File: src/rtl/stream_arb_pkg.sv
// Shared types and tag-beat layout for the stream channel arbiter.
// Holds the FSM state encoding, the tag magic byte and the tag field widths.
package stream_arb_pkg;

   typedef enum logic [1:0] {
      ST_IDLE = 2'd0,
      ST_TAG  = 2'd1,
      ST_DATA = 2'd2
   } state_e;

   localparam logic [7:0] TAG_MAGIC = 8'hA5;
   localparam int TAG_CH_W  = 8;
   localparam int TAG_SEQ_W = 16;
   localparam int TAG_W     = 8 + TAG_CH_W + TAG_SEQ_W;
   localparam int CNT_W     = 16;

   function automatic logic [TAG_W-1:0] build_tag(input logic [TAG_CH_W-1:0]  ch,
                                                  input logic [TAG_SEQ_W-1:0] seq);
      return {TAG_MAGIC, ch, seq};
   endfunction

endpackage

File: src/rtl/rr_arbiter.sv
// Round-robin winner search: scans from last_i+1 upward, wrapping at N-1,
// and returns the first requesting index. Purely combinational.
module rr_arbiter #(
   parameter int N  = 4,
   parameter int GW = (N > 1) ? $clog2(N) : 1
) (
   input  logic [N-1:0]  req_i,
   input  logic [GW-1:0] last_i,
   output logic [GW-1:0] grant_o,
   output logic          any_o
);

   logic [GW-1:0] cand;
   logic          found;

   // NOTE: blocking assignments here are intentional; cand is a running
   // value re-evaluated on every loop pass, not a register.
   always_comb begin
      grant_o = '0;
      found   = 1'b0;
      cand    = last_i;
      for (int i = 0; i < N; i++) begin
         cand = (cand == GW'(N - 1)) ? '0 : cand + 1'b1;
         if (!found && req_i[cand]) begin
            grant_o = cand;
            found   = 1'b1;
         end
      end
   end

   assign any_o = |req_i;

endmodule

File: src/rtl/stream_channel_arbiter.sv
// Merges NUM_CH packet streams onto one output, packet-atomic round-robin,
// cutting packets at MAX_PKT_WORDS. Optional tag beat per packet: CHANNEL_TAG_EN.
module stream_channel_arbiter
   import stream_arb_pkg::*;
#(
   parameter  int NUM_CH        = 4,
   parameter  int DATA_W        = 32,
   parameter  int MAX_PKT_WORDS = 375,
   localparam int GW            = (NUM_CH > 1) ? $clog2(NUM_CH) : 1
) (
   input  logic                     clk,
   input  logic                     reset,
   input  logic [NUM_CH*DATA_W-1:0] s_data,
   input  logic [NUM_CH-1:0]        s_valid,
   input  logic [NUM_CH-1:0]        s_last,
   output logic [NUM_CH-1:0]        s_ready,
   output logic [DATA_W-1:0]        m_data,
   output logic                     m_valid,
   output logic                     m_last,
   input  logic                     m_ready,
   output logic [GW-1:0]            grant,
   output logic                     busy,
   output logic                     trunc
);

   localparam logic [CNT_W-1:0] MAX_M1 = CNT_W'(MAX_PKT_WORDS - 1);

   state_e           state_q, state_d;
   logic [GW-1:0]    grant_q, grant_d;
   logic [GW-1:0]    last_grant_q, last_grant_d;
   logic [CNT_W-1:0] cnt_q, cnt_d;
   logic             trunc_q, trunc_d;
   logic             force_last;
   logic [GW-1:0]    rr_grant;
   logic             any_req;
`ifdef CHANNEL_TAG_EN
   logic [TAG_SEQ_W-1:0] seq_q [NUM_CH];
   logic [TAG_SEQ_W-1:0] seq_d [NUM_CH];
`endif

   rr_arbiter #(
      .N  (NUM_CH),
      .GW (GW)
   ) u_rr (
      .req_i   (s_valid),
      .last_i  (last_grant_q),
      .grant_o (rr_grant),
      .any_o   (any_req)
   );

   // NOTE: every signal driven here gets a default first, so no path can
   // leave one unassigned and infer a latch.
   always_comb begin
      state_d      = state_q;
      grant_d      = grant_q;
      last_grant_d = last_grant_q;
      cnt_d        = cnt_q;
      trunc_d      = 1'b0;
      force_last   = 1'b0;
      s_ready      = '0;
      m_valid      = 1'b0;
      m_last       = 1'b0;
      m_data       = '0;
`ifdef CHANNEL_TAG_EN
      seq_d        = seq_q;
`endif
      unique case (state_q)
         ST_IDLE: begin
            if (any_req) begin
               grant_d = rr_grant;
               cnt_d   = '0;
`ifdef CHANNEL_TAG_EN
               state_d = ST_TAG;
`else
               state_d = ST_DATA;
`endif
            end
         end
`ifdef CHANNEL_TAG_EN
         ST_TAG: begin
            m_valid             = 1'b1;
            m_data[TAG_W-1:0]   = build_tag(TAG_CH_W'(grant_q), seq_q[grant_q]);
            if (m_ready) begin
               seq_d[grant_q] = seq_q[grant_q] + 1'b1;
               cnt_d          = '0;
               state_d        = ST_DATA;
            end
         end
`endif
         ST_DATA: begin
            force_last       = (cnt_q == MAX_M1);
            m_data           = s_data[grant_q*DATA_W +: DATA_W];
            m_valid          = s_valid[grant_q];
            m_last           = s_last[grant_q] | force_last;
            s_ready[grant_q] = m_ready;
            if (m_valid && m_ready) begin
               cnt_d = cnt_q + 1'b1;
               if (m_last) begin
                  state_d      = ST_IDLE;
                  last_grant_d = grant_q;
                  trunc_d      = force_last & ~s_last[grant_q];
               end
            end
         end
         default: state_d = ST_IDLE;
      endcase
   end

   // NOTE: sequential state uses non-blocking assignments only.
   always_ff @(posedge clk or posedge reset) begin
      if (reset) begin
         state_q      <= ST_IDLE;
         grant_q      <= '0;
         last_grant_q <= GW'(NUM_CH - 1);
         cnt_q        <= '0;
         trunc_q      <= 1'b0;
      end else begin
         state_q      <= state_d;
         grant_q      <= grant_d;
         last_grant_q <= last_grant_d;
         cnt_q        <= cnt_d;
         trunc_q      <= trunc_d;
      end
   end

`ifdef CHANNEL_TAG_EN
   // NOTE: unlike a data buffer, these sequence numbers are visible protocol
   // state, so the small array is reset.
   always_ff @(posedge clk or posedge reset) begin
      if (reset) begin
         for (int c = 0; c < NUM_CH; c++) seq_q[c] <= '0;
      end else begin
         seq_q <= seq_d;
      end
   end
`endif

   assign grant = grant_q;
   assign busy  = (state_q != ST_IDLE);
   assign trunc = trunc_q;

endmodule

File: config.mk
export PLATFORM = sky130hd
export DESIGN_NAME = stream_channel_arbiter
export DESIGN_NICKNAME = d
export VERILOG_FILES = /design/src/rtl/stream_arb_pkg.sv /design/src/rtl/rr_arbiter.sv /design/src/rtl/stream_channel_arbiter.sv
export SDC_FILE = /design/constraint.sdc
export NUM_CORES = 1
export LEC_CHECK = 0
export ABC_AREA = 1
export CELL_PAD_IN_SITES_DETAIL_PLACEMENT = 0
export CELL_PAD_IN_SITES_GLOBAL_PLACEMENT = 1
export CORE_UTILIZATION = 41
export DETAILED_ROUTE_END_ITERATION = 10
export DONT_BUFFER_PORTS = 1
export GPL_TIMING_DRIVEN = 0
export HOLD_SLACK_MARGIN = 0.05
export PLACE_DENSITY_LB_ADDON = 0.12
export SKIP_LAST_GASP = 1
export SLEW_MARGIN = 15
export SYNTH_ARGS = -nofsm -noshare
export SYNTH_HDL_FRONTEND = slang
export SYNTH_SLANG_ARGS = --single-unit
export TNS_END_PERCENT = 100
File: constraint.sdc
create_clock -name clk -period 2.1 [get_ports clk]
set_input_delay 0.315 -clock clk [delete_from_list [all_inputs] [get_ports clk]]
set_output_delay 0.315 -clock clk [all_outputs]
set_load 0.01 [all_outputs]
==> impl_metrics.tcl <==
set metrics [dict create \
    status "finished, final reports clean" \
    yosys.area_share.simple_pct 43.8 \
    cts_root_buf "clkbuf_8" \
    dieHeight_um 81.6 \
    route.detailed.drc 0 \
    dr.pass1.iters 4 \
    avgSynthCellArea_um2 6.10 \
    post-route-util_pct 50.0 \
    synth.distinct_cells 27 \
    fin_ws_ns 0.0450 \
    ant_nets 0 \
    met1_usage_pct 34.3 \
    layout_common_cells "nand2_1, nand3_1, a22oi_1, inv_1, nor2_1" \
    critPathTopFamily "flip-flops" \
    drtIter0Drc 165 \
    drive_gt1_share_pct 18.6 \
    slew_headroom_pct 41.9 \
    hold_violations 0 \
    drv_slew 0 \
    grt.busiest_layer "met2" \
    diodes 0 \
    grt_pass1_vias 2779 \
    syn2layout_area_growth_pct 15.9 \
    synth_compound_area_share_pct 21.8 \
    worstPathArrival_ns 1.74 \
    max_stage_delay_ns 0.50 \
    clkLatencyLatePin_ns 0.27 \
    rows 28 \
    power.density_nw_per_um2 1390 \
    cp.required_ns 1.78 \
    post-route-min-period_ns 2.06 \
    ys_seq_area_share_pct 21.3 \
    nets 573 \
    num-fill-cells 629 \
    totalNegativeSetupSlack_ns 0 \
    die_w_um 81.6 \
    place_hpwl_um 7620 \
    path_buf_inv 2 \
    initial_core_util_pct 43.1 \
    via_per_inst 6.21 \
    postSynthCellCount 426 \
    wire_per_inst_um 18.7 \
    synth_mux_area_share_pct 0 \
    setup.worst_path.class "flip-flop to output port" \
    synth_top_family_by_area "simple AND/OR/NAND/NOR gates" \
    grt_pass1_wl_um 13600 \
    grt_max_degree 23 \
    htreeDepth 1 \
    p_total_w 0.00420 \
    coreArea_um2 6030 \
    fin_crit_sh_pct 97.9 \
    rsz0062_at_grt "false" \
    critPathSlowestCell "dfrtp_2" \
    use_met2_pct 44.0 \
    grt_usage_pct 26.5 \
    cts_buffers 3 \
    cts.sinks 22 \
    synthesis.area_um2 2600 \
    final_common_cell "nand2_1" \
    vias 3135 \
    min-delay-path-class "primary input to asynchronous set/reset pin" \
    worst_clock_skew_ns 0.00214 \
    synthAdderAreaFrac_pct 1.44 \
    crit_path_end_kind "output port" \
    ys_ff_latch 22 \
    crit_path_frequent_cell "nand2_1" \
    worstPathMaxFanout 9 \
    hold_buffers 0 \
    drv_cap 0 \
    die_area_um2 6660 \
    max_freq_ghz 0.487 \
    antenna_found_initial 0 \
    p_leak_nw 1.18 \
    synth_xor_area_share_pct 1.35 \
    synth_warnings 0 \
    cts.clk_slew.worst_paths_ns 0.09 \
    setup_viol 0 \
    wirelength_um 9460 \
    cts_buffer_depth 2 \
    grt.overflow.total 0 \
    cts_tree "done" \
    ios 181 \
    crit_chain "inv_4, nor2_4, buf_12, a22oi_1, nand3_1, nand2_1, nand2_1" \
    design_area_um2 3010 \
    gp_congestion 0.907 \
    synth_nets 568 \
    placed_area_um2 2690 \
    met3_usage_pct 6.89 \
    tightestPinTransition_ns 0.871 \
    cp-start-kind "flip-flop" \
    ir_drop_uv 714 \
    port_buffers 0 \
    place_ws_ns 0.00886 \
]
## final timing paths
path,from,end,slack (ns),depth (start not counted)
worst min-delay path,reset,cnt_q[15]$_DFFE_PP0P_,0.11,1
worst max-delay path,grant[0]$_DFFE_PP0P_,m_last,0.04,7
max in group asynchronous,reset,grant[1]$_DFFE_PP0P_,1.40,1
worst max register to register,last_grant_q[0]$_DFFE_PP1P_,grant[1]$_DFFE_PP0P_,0.25,11
min in group clk,m_ready,trunc$_DFF_PP0_,0.21,2
worst min register to register,last_grant_q[1]$_DFFE_PP1P_,last_grant_q[1]$_DFFE_PP1P_,0.48,2
## cell type report
class                      instances  area, um2  share of cell area [%]
multi-input combinational        343       1980                    65.6
tap                               75       93.8                    3.11
inverter                          31        119                    3.95
sequential                        22        556                    18.4
clock buffer                       4       55.1                    1.83
buffer                            28        188                    6.23
timing repair buffer               2       25.0                   0.831
## metal layers
| layer | vias to the layer above | wire length, um |
|---|---|---|
| li1 | 1511 | - |
| met1 | 1472 | 3970 |
| met2 | 138 | 4600 |
| met3 | 14 | 755 |
| met4 | 0 | 137 |
| met5 | - | 0 |
## sequential cells by signal, indices dropped and copies added, names as in the netlist
name / cells
trunc: 1
grant: 2
state_q: 1
last_grant_q: 2
cnt_q: 16
## cell usage after synthesis, drive strengths merged
master | instances | share of area [%]
a21oi | 6 | 1.2
a22oi | 34 | 10
a31oi | 32 | 7.7
buf | 13 | 3.5
clkbuf | 17 | 2.5
dfrtp | 20 | 19
dfstp | 2 | 2.0
ha | 3 | 1.4
inv | 31 | 4.5
nand2 | 105 | 16
nand3 | 95 | 19
nand4 | 10 | 2.4
nor2 | 31 | 5.1
nor3 | 8 | 1.9
o21ai | 15 | 2.9
xor2 | 4 | 1.3
## per-stage QoR
step | hold slack [ns] | instances
after floorplan | 0.303 | 426
after global placement | 0.442 | 501
after detailed placement | 0.441 | 501
after CTS | 0.159 | 504
after global routing | 0.195 | 505
final | 0.107 | 505
## cell families (layout without fill, tap and decap cells)
family,after synthesis,count (layout)
adders and majority gates,3,3
DFF,22,22
xor gates and xnor gates,4,4
buffers and inverters,61,65
AOI/OAI and AO/OA,87,87
and+or+nand+nor,249,249
## power by group
part / internal (W) / switching (W) / total (W)
logic: 0.00110 / 0.00212 / 0.00322
registers: 0.000526 / 0.000140 / 0.000666
clock network: 0.000168 / 0.000151 / 0.000318
## what timing repair did
action,in CTS,in global routing
gates resized for setup,34,32
pin swaps,0,2
setup buffers,0,1
gates cloned,0,1
setup endpoints to repair,33,31
Note: power is estimated with default switching activity, not from simulation.
